## src/rtl/image_writer.sv

```systemverilog
`default_nettype none
// ============================================================================
// Module   : image_writer
// Purpose  : AXI-Stream sink that writes 128-bit ciphertext blocks to
//            consecutive BRAM addresses starting at 0, and reports
//            completion plus stream-length / byte-enable errors.
// Ports    : clk, rst_n (async active-low)
//            start       - arm reception (ignored while receiving)
//            done        - high from end of stream until next accepted start
//            error[2:0]  - sticky {keep, overflow, short} flags
//            word_count  - beats written in current / last run
//            s_axis_*    - AXI-Stream slave (tready is registered)
//            bram_*      - BRAM write port (one-cycle write per beat)
// Revision : 1.0 - initial release
// ============================================================================
module image_writer #(
    parameter int IMAGE_DEPTH = 768,
    parameter int ADDR_WIDTH  = 10
) (
    input  logic                  clk,
    input  logic                  rst_n,
    input  logic                  start,
    output logic                  done,
    output logic [2:0]            error,
    output logic [ADDR_WIDTH:0]   word_count,
    input  logic [127:0]          s_axis_tdata,
    input  logic [15:0]           s_axis_tkeep,
    input  logic                  s_axis_tlast,
    input  logic                  s_axis_tvalid,
    output logic                  s_axis_tready,
    output logic [ADDR_WIDTH-1:0] bram_addr,
    output logic [127:0]          bram_din,
    output logic [15:0]           bram_we,
    output logic                  bram_en
);

    typedef enum logic [1:0] {
        IDLE    = 2'd0,
        RECV    = 2'd1,
        DRAIN   = 2'd2,
        DONE_ST = 2'd3
    } state_t;

    localparam logic [ADDR_WIDTH-1:0] c_last_ptr  = ADDR_WIDTH'(IMAGE_DEPTH - 1);
    localparam logic [15:0]           c_full_keep = 16'hFFFF;

    state_t                r_state,      w_state_nxt;
    logic [ADDR_WIDTH-1:0] r_ptr,        w_ptr_nxt;
    logic                  r_tready,     w_tready_nxt;
    logic                  r_done,       w_done_nxt;
    logic [2:0]            r_error,      w_error_nxt;
    logic [ADDR_WIDTH:0]   r_word_count, w_word_count_nxt;
    logic [ADDR_WIDTH-1:0] r_bram_addr,  w_bram_addr_nxt;
    logic [127:0]          r_bram_din,   w_bram_din_nxt;
    logic [15:0]           r_bram_we,    w_bram_we_nxt;
    logic                  r_bram_en,    w_bram_en_nxt;

    logic                  w_hs;

    // tready is a register, so the handshake never feeds back into it
    // combinationally within the same cycle.
    assign w_hs = s_axis_tvalid & r_tready;

    always_ff @(posedge clk or negedge rst_n) begin
        if (!rst_n) begin
            r_state      <= IDLE;
            r_ptr        <= '0;
            r_tready     <= 1'b0;
            r_done       <= 1'b0;
            r_error      <= 3'b000;
            r_word_count <= '0;
            r_bram_addr  <= '0;
            r_bram_din   <= '0;
            r_bram_we    <= '0;
            r_bram_en    <= 1'b0;
        end else begin
            r_state      <= w_state_nxt;
            r_ptr        <= w_ptr_nxt;
            r_tready     <= w_tready_nxt;
            r_done       <= w_done_nxt;
            r_error      <= w_error_nxt;
            r_word_count <= w_word_count_nxt;
            r_bram_addr  <= w_bram_addr_nxt;
            r_bram_din   <= w_bram_din_nxt;
            r_bram_we    <= w_bram_we_nxt;
            r_bram_en    <= w_bram_en_nxt;
        end
    end

    always_comb begin
        w_state_nxt      = r_state;
        w_ptr_nxt        = r_ptr;
        w_tready_nxt     = r_tready;
        w_done_nxt       = r_done;
        w_error_nxt      = r_error;
        w_word_count_nxt = r_word_count;
        w_bram_addr_nxt  = r_bram_addr;
        w_bram_din_nxt   = r_bram_din;
        // Write strobes are single-cycle: they fall unless a beat is written.
        w_bram_we_nxt    = '0;
        w_bram_en_nxt    = 1'b0;

        case (r_state)
            IDLE, DONE_ST: begin
                w_tready_nxt = 1'b0;
                if (start) begin
                    w_done_nxt       = 1'b0;
                    w_error_nxt      = 3'b000;
                    w_word_count_nxt = '0;
                    w_ptr_nxt        = '0;
                    w_tready_nxt     = 1'b1;
                    w_state_nxt      = RECV;
                end
            end

            RECV: begin
                if (w_hs) begin
                    w_bram_addr_nxt  = r_ptr;
                    w_bram_din_nxt   = s_axis_tdata;
                    w_bram_we_nxt    = s_axis_tkeep;
                    w_bram_en_nxt    = 1'b1;
                    w_ptr_nxt        = r_ptr + 1'b1;
                    w_word_count_nxt = r_word_count + 1'b1;
                    if (s_axis_tkeep != c_full_keep) begin
                        w_error_nxt[2] = 1'b1;
                    end
                    if (s_axis_tlast) begin
                        if (r_ptr != c_last_ptr) begin
                            w_error_nxt[0] = 1'b1;
                        end
                        w_tready_nxt = 1'b0;
                        w_done_nxt   = 1'b1;
                        w_state_nxt  = DONE_ST;
                    end else if (r_ptr == c_last_ptr) begin
                        // Image full without tlast: swallow the rest of the
                        // stream so the upstream is not stalled forever.
                        w_error_nxt[1] = 1'b1;
                        w_state_nxt    = DRAIN;
                    end
                end
            end

            DRAIN: begin
                if (w_hs && s_axis_tlast) begin
                    w_tready_nxt = 1'b0;
                    w_done_nxt   = 1'b1;
                    w_state_nxt  = DONE_ST;
                end
            end

            default: begin
                w_state_nxt  = IDLE;
                w_tready_nxt = 1'b0;
            end
        endcase
    end

    assign s_axis_tready = r_tready;
    assign done          = r_done;
    assign error         = r_error;
    assign word_count    = r_word_count;
    assign bram_addr     = r_bram_addr;
    assign bram_din      = r_bram_din;
    assign bram_we       = r_bram_we;
    assign bram_en       = r_bram_en;

endmodule
`default_nettype wire
```

## config.mk

```make
export PLATFORM = sky130hd
export DESIGN_NAME = image_writer
export DESIGN_NICKNAME = d
export VERILOG_FILES = /design/src/rtl/image_writer.sv
export SDC_FILE = /design/constraint.sdc
export NUM_CORES = 1
export LEC_CHECK = 0
export CAP_MARGIN = 5
export CORE_MARGIN = 2
export CORE_UTILIZATION = 25
export DETAILED_ROUTE_END_ITERATION = 10
export DONT_BUFFER_PORTS = 1
export GPL_TIMING_DRIVEN = 0
export PLACE_DENSITY_LB_ADDON = 0.1
export SLEW_MARGIN = 25
export SYNTH_ARGS = -nofsm -noshare
export SYNTH_HDL_FRONTEND = slang
export SYNTH_SLANG_ARGS = --single-unit
```

## constraint.sdc

```tcl
create_clock -name clk -period 2.25 [get_ports clk]
set_input_delay 0.5625 -clock clk [delete_from_list [all_inputs] [get_ports clk]]
set_output_delay 0.5625 -clock clk [all_outputs]
set_load 0.02 [all_outputs]
```

* After elaboration in Yosys (flattened, before gate mapping) *
Index checks and enable logic that the tools add are counted.

storage, ports and cells
  flip-flop bits (word level) = 183
  input port bits = 149
  output and inout port bits = 171
  logic and storage cells = 76

cells by class
  $add $sub $neg = 2
  equality and inequality tests = 15
  mux-type cells = 34
  bitwise operators = 1
  reduce and logical (&&, ||, !) cells = 12

operator list
  kind                                                              count
  16-bit 2-to-1 mux                                                 2
  11-bit 2-to-1 mux                                                 2
  11-bit case mux with 2 select lines                               1
  10-bit 2-to-1 mux                                                 2
  10-bit case mux with 2 select lines                               1
  16-bit inequality test (second input constant)                    1
  2-bit inequality test (second input constant)                     8
  1-bit 2-to-1 mux                                                  15
  4-bit AND reduction                                               3
  11-bit by 1-bit adder with 11-bit output (second input constant)  1
  10-bit by 1-bit adder with 10-bit output (second input constant)  1
  10-bit == test (second input constant)                            1
  2-bit 2-to-1 mux                                                  5
  10-bit inequality test (second input constant)                    1
  5-bit AND reduction                                               2
  3-bit 2-to-1 mux                                                  2
  1-bit case mux with 3 select lines                                2
  2-bit case mux with 3 select lines                                1
  3-bit case mux with 2 select lines                                1
  3-bit AND reduction                                               2
  2-bit == test (second input constant)                             2
  3-bit inequality test (second input constant)                     1
  2-bit by 1-bit == test with 1-bit output (second input constant)  1
  2-bit logical NOT                                                 1
  5 further kinds                                                   5

* Logic depth before layout (Yosys ltp) *
Gate-level depths: netlist of the first run.

  depth in word-level cells = 5
  depth in mapped cells = 9

* Least setup slack after synthesis of the first run *
Ideal clock, no wire load.

  path type = reg2reg
  start = register r_state[0]
  end = register r_word_count[7] (netlist: word_count[7])
  arrival = 1.936 ns
  required time = 2.172 ns
  slack = 0.237 ns
  stages on the path, launching flop included = 9
  path buffers = 2
  cells stage by stage = dfrtp_1 -> inv_1 -> ha_1 -> buf_2 -> nor2b_1 -> clkbuf_1 -> a2111o_1 -> or3_1 -> a21oi_1

on the way
  word-level cells in the longest chain between the ends = 4

RTL lines
  what                                                                          RTL line  source
  from (decl)                                                                   47        state_t r_state, w_state_nxt;
  from (signal assigned)                                                        77        r_state <= w_state_nxt;
  2-bit == test or 2-bit logical NOT (tied branches)                            103       case (r_state)
  2-bit OR reduction                                                            103
  2-bit inequality test (no source line) or 2-bit nonzero test (tied branches)  --
  3-bit AND reduction (no source line)                                          --
  to (signal assigned)                                                          82        r_word_count <= w_word_count_nxt;
  to (decl)                                                                     52        logic [ADDR_WIDTH:0] r_word_count, w_word_count_nxt;

Parallel ways exist; a longest one is shown, timed or not.
A chain may end at the register's enable or synchronous reset.

* Worst setup path after layout of the first run *
Same ends and word-level chain as after synthesis.

==> summary.txt, run 1 <==
=====================================================================================================
Largest fanout on the critical path                                                                 9
Summed negative setup slack over all endpoints                                                   0 ns
Post-Place Cell Area                                                                         7686 um2
Worst-path cell with the longest stage delay                                             sky130_fd_sc_hd__a2111o_1
Number of nets at the end of the flow                                                             950
DRC violations left                                                                                 0
Sequential cell area fraction in the yosys report                                              0.6355
Die Width                                                                                    173.8 um
Post-route clock skew                                                                      0.01250 ns
Drt total wl                                                                                 22.25 mm
Leakage power                                                                                4.210 nW
Number of failing setup endpoints in the final timing report                                        0
Post-synthesis share of cell area spent on full adders, half adders and majority gates       0.006946
TritonCTS sink count                                                                              183
Min Hold Slack                                                                             -0.1851 ns
Antenna Cells                                                                                       0
Summed instance area of the synthesized netlist                                              7206 um2
Period utilization                                                                             0.9330
Max_slew headroom                                                                              0.6281
Area contributors post-synth                                                             sky130_fd_sc_hd__dfrtp_1 64%, sky130_fd_sc_hd__nand2_1 22%, sky130_fd_sc_hd__and2_1 1.5%
Number of filler cells placed in the layout                                                      3107
Tot GR Track Use                                                                               0.1491
Final Slew Violations                                                                               0
CTS tree                                                                                         done
Post-DP HPWL                                                                                 15.83 mm
Post-synth EDFFs                                                                                    0
Max Cap Viol                                                                                        0
Overall via count from detail_route                                                              5289
Arrival time of the worst setup path                                                          2.46 ns
Number of H-tree levels                                                                             4
Starting density of the core                                                                   0.2524
Post-synth ARST share                                                                           1.000
Number of failing hold endpoints at the final stage                                               183
Fmax                                                                                        476.4 MHz
TritonCTS buffer count                                                                             17
Die outline height                                                                           173.8 um
Fraction of layout instances using a drive strength above 1                                   0.09023
Startpoint type of the worst setup path                                                          flop
Largest net degree at the start of global routing                                                 184
Delay of the slowest cell on the worst path                                                   0.38 ns
Peak supply drop                                                                            0.5878 mV
DR iter-0 viols                                                                                   283
Commonest register cell after synthesis                                                  sky130_fd_sc_hd__dfrtp_1
Core area                                                                                   28550 um2
Sequence of cells on the critical path                                                   inv_1, ha_1, clkbuf_4, nor2b_2, a2111o_1, or3_1, a21oi_1
Die area                                                                                    30200 um2
PD cells                                                                                  1495 nW/um2
Tot Pwr                                                                                     0.01244 W
Synth Warn #                                                                                        0
Post-synthesis register bit count                                                                 183
Multiplexer fraction of the synthesized cell area                                                   0
Failing checks                                                                            hold timing
Via density                                                                                     4.433
IO Pins                                                                                           320
CP endpoint kind                                                                                 flop
Cell type with the highest aggregate area in the netlist                                 sky130_fd_sc_hd__dfrtp_1
Port bufs                                                                                           0
Clock Pin Slew Worst Setup and Hold Paths                                                     0.07 ns
Placer Congestion                                                                              0.7241
Unrepaired setup endpoints after global routing                                                 false
Floorplan row count                                                                                62
Worst-Skew Late Latency                                                                       0.43 ns
Critical path data required time                                                              2.61 ns
Layout area overhead                                                                           15.49%
Result of the run                                                                        finished, violations left
Vias in the first global route                                                                   5517
Post-synthesis simple-gate area fraction                                                       0.2733
Routed WL per cell                                                                           18.65 um
Count of antenna-violating nets left after detailed routing                                         0
Syn_nets                                                                                          932
Fraction of synthesized cell area taken by the top area cell type                              0.6355
Fraction of synthesized cell area in xor and xnor cells                                       0.01094
Critical path type                                                                       flop to flop
Final period demand of the worst path                                                        2.099 ns
Class of the tightest hold or removal check                                              input pin to asynchronous set/reset pin
Mean instance size in the synthesized netlist                                               9.250 um2
Distinct cell type count of the synthesized netlist                                                41
First-pass GRT wire length                                                                   34.29 mm
Post-synthesis cell count                                                                         779
Grt total ovfl                                                                                      0
Pin slew with the least headroom to its limit                                               0.5438 ns
Pre-antenna DRT Iters                                                                               4
Register-to-Register Path Depth                                                                     7
Buffers inserted by post-CTS timing repair                                                          0
Antenna violations before repair                                                                    0
Cell at the root of the clock tree                                                       sky130_fd_sc_hd__clkbuf_16
Post-synthesis compound-gate area fraction                                                    0.04584
Maximum count of clock buffers along a single path                                                  2
Post-layout instance area                                                                    8322 um2
Dominant combinational cell family by area after synthesis                               simple AND/OR/NAND/NOR gates
=====================================================================================================
==> path summary, 6_finish.rpt <==
path / from / endpoint / slack, ns
setup / recovery: r_state[0] / word_count[7] / 0.15
hold / removal: rst_n / word_count[10] / -0.19
setup reg to reg: r_state[0] / word_count[7] / 0.15
hold reg to reg: r_ptr[5] / bram_addr[5] / 0.57
max in group asynchronous: rst_n / bram_din[100] / 1.97
min in group clk: s_axis_tdata[19] / bram_din[19] / 0.23
==> flip-flops by register name, summed over array words and instances, names as in the netlist <==
signal and flops:
word_count 11, done 1, error 3, bram_en 1, s_axis_tready 1, bram_we 16
r_ptr 10, bram_din 128, bram_addr 10, r_state 2
==> per-layer routing <==
layer,vias to the layer above,GRT usage,routed length [um]
met4,0,0.05112,422
met5,-,0,0
li1,2490,-,-
met1,2535,0.1836,9165
met2,242,0.2304,10340
met3,22,0.06930,2317
==> critical path: cells and delay by family (launching register included) <==
family | cells | cell delay (ns)
AND/OR/NAND/NOR | 2 | 0.61
AO/OA/AOI/OAI | 2 | 0.52
flip-flops | 1 | 0.37
adder cells (fa/ha/maj) | 1 | 0.28
buffers and inverters | 2 | 0.25
==> synthesized netlist by cell type, drive strengths merged (3+ instances only) <==
master / count
a2111oi: 3
a211oi: 5
a21o: 3
a21oi: 11
and2: 17
buf: 13
clkbuf: 26
dfrtp: 183
ha: 4
inv: 6
nand2: 424
nand2b: 3
nand3: 8
nand4: 6
nor2: 15
nor2b: 3
o21ai: 11
or3: 4
or4: 4
xnor2: 7
==> kinds of logic (layout without fill, tap and decap cells) <==
| family | count (synthesis) | in the layout |
|---|---|---|
| XOR/XNOR | 9 | 9 |
| adder cells (fa/ha/maj) | 4 | 4 |
| AND/OR/NAND/NOR | 490 | 490 |
| buffers and inverters | 45 | 75 |
| flip-flops | 183 | 183 |
| AO/OA/AOI/OAI | 48 | 48 |
==> cell type report <==
cell class	instances	area (um2)	share of cell area
flip-flops and latches	183	4579	0.5503
multi-input cells	551	2475	0.2974
clock buffers	22	484.2	0.05819
well taps	384	480.5	0.05774
plain buffers	38	210.2	0.02526
clock inverters	9	67.56	0.008119
inverters	6	25.02	0.003007
==> where the power goes <==
part / total [W] / internal, W / switching (W) / leakage [nW]
clock network: 0.00290 / 0.00154 / 0.00137 / 0.265
registers: 0.00729 / 0.00459 / 0.00270 / 2.37
logic: 0.00225 / 0.000876 / 0.00137 / 1.58
==> stage by stage <==
| step | instances | worst slack [ns] | utilization |
|---|---|---|---|
| floorplan | 779 | 0.2368 | - |
| global placement | 1163 | -0.6458 | 0.2692 |
| detailed placement | 1163 | -0.6429 | 0.2692 |
| CTS | 1193 | 0.007059 | 0.2904 |
| global route | 1193 | 0.003639 | 0.2915 |
| finish | 1193 | 0.1507 | 0.2915 |
==> placed cells by master (no fill, tap or decap), drive strengths merged, types with 6 or more instances in the layout <==
cell type	instances
nand2	424
and2	17
buf	12
inv	9
nand3	8
o21ai	11
nor2	15
nand4	6
a21oi	11
dfrtp	183
clkbuf	48
xnor2	7
==> repair_timing <==
action / in CTS / in global routing
hold endpoints to repair: 183 / 183
pin swaps: 0 / 1
resized for setup: 27 / 10
setup endpoints to repair: 172 / 17
(Power assumes the default switching activity.)
==> run 2, diff against run 1 <==
CORE_ASPECT_RATIO = 1.1   (was not set)
PLACE_DENSITY_LB_ADDON = not set   (was 0.1)
==> run 2 against run 1 <==
The flow still finishes with violations (hold timing). Clock skew is 0.0011 ns higher. Critical path depth is 1 higher. Non-clock buffer count is 1 higher. Register-to-register slack worse by 0.06 ns. Global-route usage is 0.79 points lower. Setup slack worse by 0.059 ns. Sequential power hardly changed. Utilization is 0.099 points lower. Via count is 0.11% lower. Count of clock-buffer cells in the layout is 1 lower. Critical endpoint is now r_ptr[6]. Largest power group unchanged.
==> summary.txt, run 2 (synthesis results as in run 1) <==
============================================================================
Fmax                                                               463.2 MHz   -2.8%
PD cells                                                         1510 nW/um2   +1.0%
Failing checks                                                   hold timing
Drt total wl                                                        21.24 mm   -4.5%
Die outline height                                                  182.1 um   +4.8%
Die Width                                                           165.9 um   -4.5%
Worst slack at placement                                          -0.7175 ns   -0.07467 ns
Tot Pwr                                                            0.01252 W   +0.65%
CTS tree                                                                done
Arrival time of the worst setup path                                 2.51 ns   +0.05 ns
Largest fanout on the critical path                                       10   +1
Post-Place Cell Area                                                7666 um2   -0.26%
Number of flip-flops under the largest register name                     128   unchanged
Result of the run                                               finished, violations left
Cell at the root of the clock tree                              sky130_fd_sc_hd__clkbuf_16
Utilization of the core after routing                                 0.2905   -0.0009950
Number of nets at the end of the flow                                    951   +0.11%
Period utilization                                                    0.9594   +0.02641
Fraction of layout instances using a drive strength above 1          0.08519   -0.005050
Max_slew headroom                                                     0.5936   -0.03449
Worst-Skew Late Latency                                              0.44 ns   about the same
Antenna violations before repair                                           0   unchanged
Via density                                                            4.477   +0.99%
Core area                                                          28550 um2   about the same
Post-route clock skew                                             0.01361 ns   +0.001107 ns
Area of the multi-input gates                                       2441 um2   -1.4%
Number of failing setup endpoints in the final timing report               0   unchanged
Count of antenna-violating nets left after detailed routing                0   unchanged
Unrepaired setup endpoints after global routing                         true
Register-to-Register Path Depth                                            8   +1
Placer Congestion                                                     0.7789   +7.6%
Register cell area after layout                                     4579 um2   unchanged
TritonCTS buffer count                                                    17   unchanged
TritonCTS sink count                                                     183   unchanged
Final critical-path setup slack                                   0.09131 ns   -0.05943 ns
Critical path type                                              flop to flop
DR iter-0 viols                                                          350   +24%
Clock Pin Slew Worst Setup and Hold Paths                            0.08 ns   about the same
Layout area overhead                                                  15.09%
Tot GR Track Use                                                      0.1413   -0.007868
Max Cap Viol                                                               0   unchanged
Class of the tightest hold or removal check                     input pin to asynchronous set/reset pin
Largest net degree at the start of global routing                        184   unchanged
Vias in the first global route                                          5460   -1.0%
Die area                                                           30200 um2   about the same
Worst R2R Start                                                   r_state[0]
First-pass GRT wire length                                          32.35 mm   -5.7%
Startpoint type of the worst setup path                                 flop
Peak supply drop                                                   0.7209 mV   +23%
Setup slack, reg-to-reg                                              0.09 ns   -0.06 ns
CP endpoint kind                                                        flop
Pin slew with the least headroom to its limit                      0.5942 ns   +0.05044 ns
Routed WL per cell                                                  18.00 um   -3.5%
Number of H-tree levels                                                    4   unchanged
Overall via count from detail_route                                     5283   -0.11%
Number of filler cells placed in the layout                             3001   -3.4%
Min Hold Slack                                                    -0.1815 ns   +0.003636 ns
Critical path data required time                                     2.60 ns   about the same
Final Slew Violations                                                      0   unchanged
Commonest cells after routing, fill and taps aside              424 x sky130_fd_sc_hd__nand2_1, 183 x sky130_fd_sc_hd__dfrtp_1, 17 x sky130_fd_sc_hd__and2_1, 17 x sky130_fd_sc_hd__clkbuf_16
Post-DP HPWL                                                        15.56 mm   -1.7%
IO Pins                                                                  320   unchanged
Starting density of the core                                          0.2524   about the same
Final period demand of the worst path                               2.159 ns   +0.05943 ns
Reg-to-reg critical path endpoint                                   r_ptr[6]
Maximum count of clock buffers along a single path                         2   unchanged
Most common library cell in the layout ignoring fill and taps   sky130_fd_sc_hd__nand2_1
Grt total ovfl                                                             0   unchanged
DRC violations left                                                        0   unchanged
Number of failing hold endpoints at the final stage                      183   unchanged
Port bufs                                                                  0   unchanged
Post-layout instance area                                           8293 um2   -0.35%
Leakage power                                                       4.213 nW   about the same
Pre-antenna DRT Iters                                                      4   unchanged
Floorplan row count                                                       65   +4.8%
============================================================================
[run 2: cell count changes in the layout (fill, tap and decap cells not counted), moves of 2 or more]
cell,previous run,this run
sky130_fd_sc_hd__diode_2,0,2
sky130_fd_sc_hd__clkbuf_4,6,4
sky130_fd_sc_hd__clkbuf_8,4,1
sky130_fd_sc_hd__clkbuf_1,7,10
sky130_fd_sc_hd__bufinv_16,0,2
[run 2: metrics by stage]
stage / instances / TNS [ns] / hold WS, ns
floorplan: 779 / 0 / 0.2669
finish: 1180 / 0 / -0.1815
global placement: 1147 / -69.76 / 0.2706
CTS: 1178 / 0 / -0.2117
global route: 1178 / -0.04532 / -0.2091
detailed placement: 1147 / -87.53 / 0.2693
[run 2: worst max path at each step]
| stage | to | cells past startpoint | from |
|---|---|---|---|
| after global routing | r_ptr[6] | 8 | r_state[0] |
| after floorplan | word_count[7] | 8 | r_state[0] |
| after detailed placement | bram_din[34] | 9 | r_state[1] |
| final | r_ptr[6] | 8 | r_state[0] |
| after global placement | bram_we[10] | 8 | r_state[1] |
| after CTS | r_ptr[6] | 8 | r_state[0] |
[run 2: timing repair]
action,in CTS,in global routing
endpoints found under the setup margin,173,17
resized for setup,23,7
pin swaps,1,0
endpoints found under the hold margin,183,183
setup buffers,1,0
[run 2: per-layer routing]
layer	wire, um	global-route usage	vias up
li1	-	-	2496
met1	8735	0.1713	2557
met2	10230	0.2244	190
met3	1611	0.04880	40
met4	658	0.07061	0
met5	0	0	-
[run 2: where the power goes]
group          switching (W)  internal (W)  total [W]  leakage, nW
clock                0.00136       0.00167    0.00303        0.274
combinational        0.00137      0.000848    0.00222         1.57
sequential           0.00269       0.00459    0.00727         2.37
[run 2: layout make-up]
| type | count | share of cell area |
|---|---|---|
| clock buffers | 21 | 0.05432 |
| inverters | 6 | 0.003018 |
| flip-flops and latches | 183 | 0.5522 |
| clock inverters | 10 | 0.01448 |
| multi-input cells | 551 | 0.2944 |
| plain buffers | 38 | 0.02459 |
| repair buffers | 1 | 0.0009053 |
| well taps | 368 | 0.05552 |
| diodes | 2 | 0.0006035 |
[run 2: critical path: stages, from the launching register on]
cell and delay [ns]:
sky130_fd_sc_hd__dfrtp_1 0.38, sky130_fd_sc_hd__inv_1 0.07, sky130_fd_sc_hd__ha_1 0.28, sky130_fd_sc_hd__buf_2 0.20, sky130_fd_sc_hd__nor2b_2 0.26, sky130_fd_sc_hd__o21ai_1 0.09, sky130_fd_sc_hd__buf_2 0.21, sky130_fd_sc_hd__or4_1 0.41
sky130_fd_sc_hd__a21oi_1 0.16
==> run 3, diff against run 2 <==
SLEW_MARGIN = not set   (was 25)
==> results of run 3 <==
The final DEF is identical to that of run 2; final timing and power are the same.
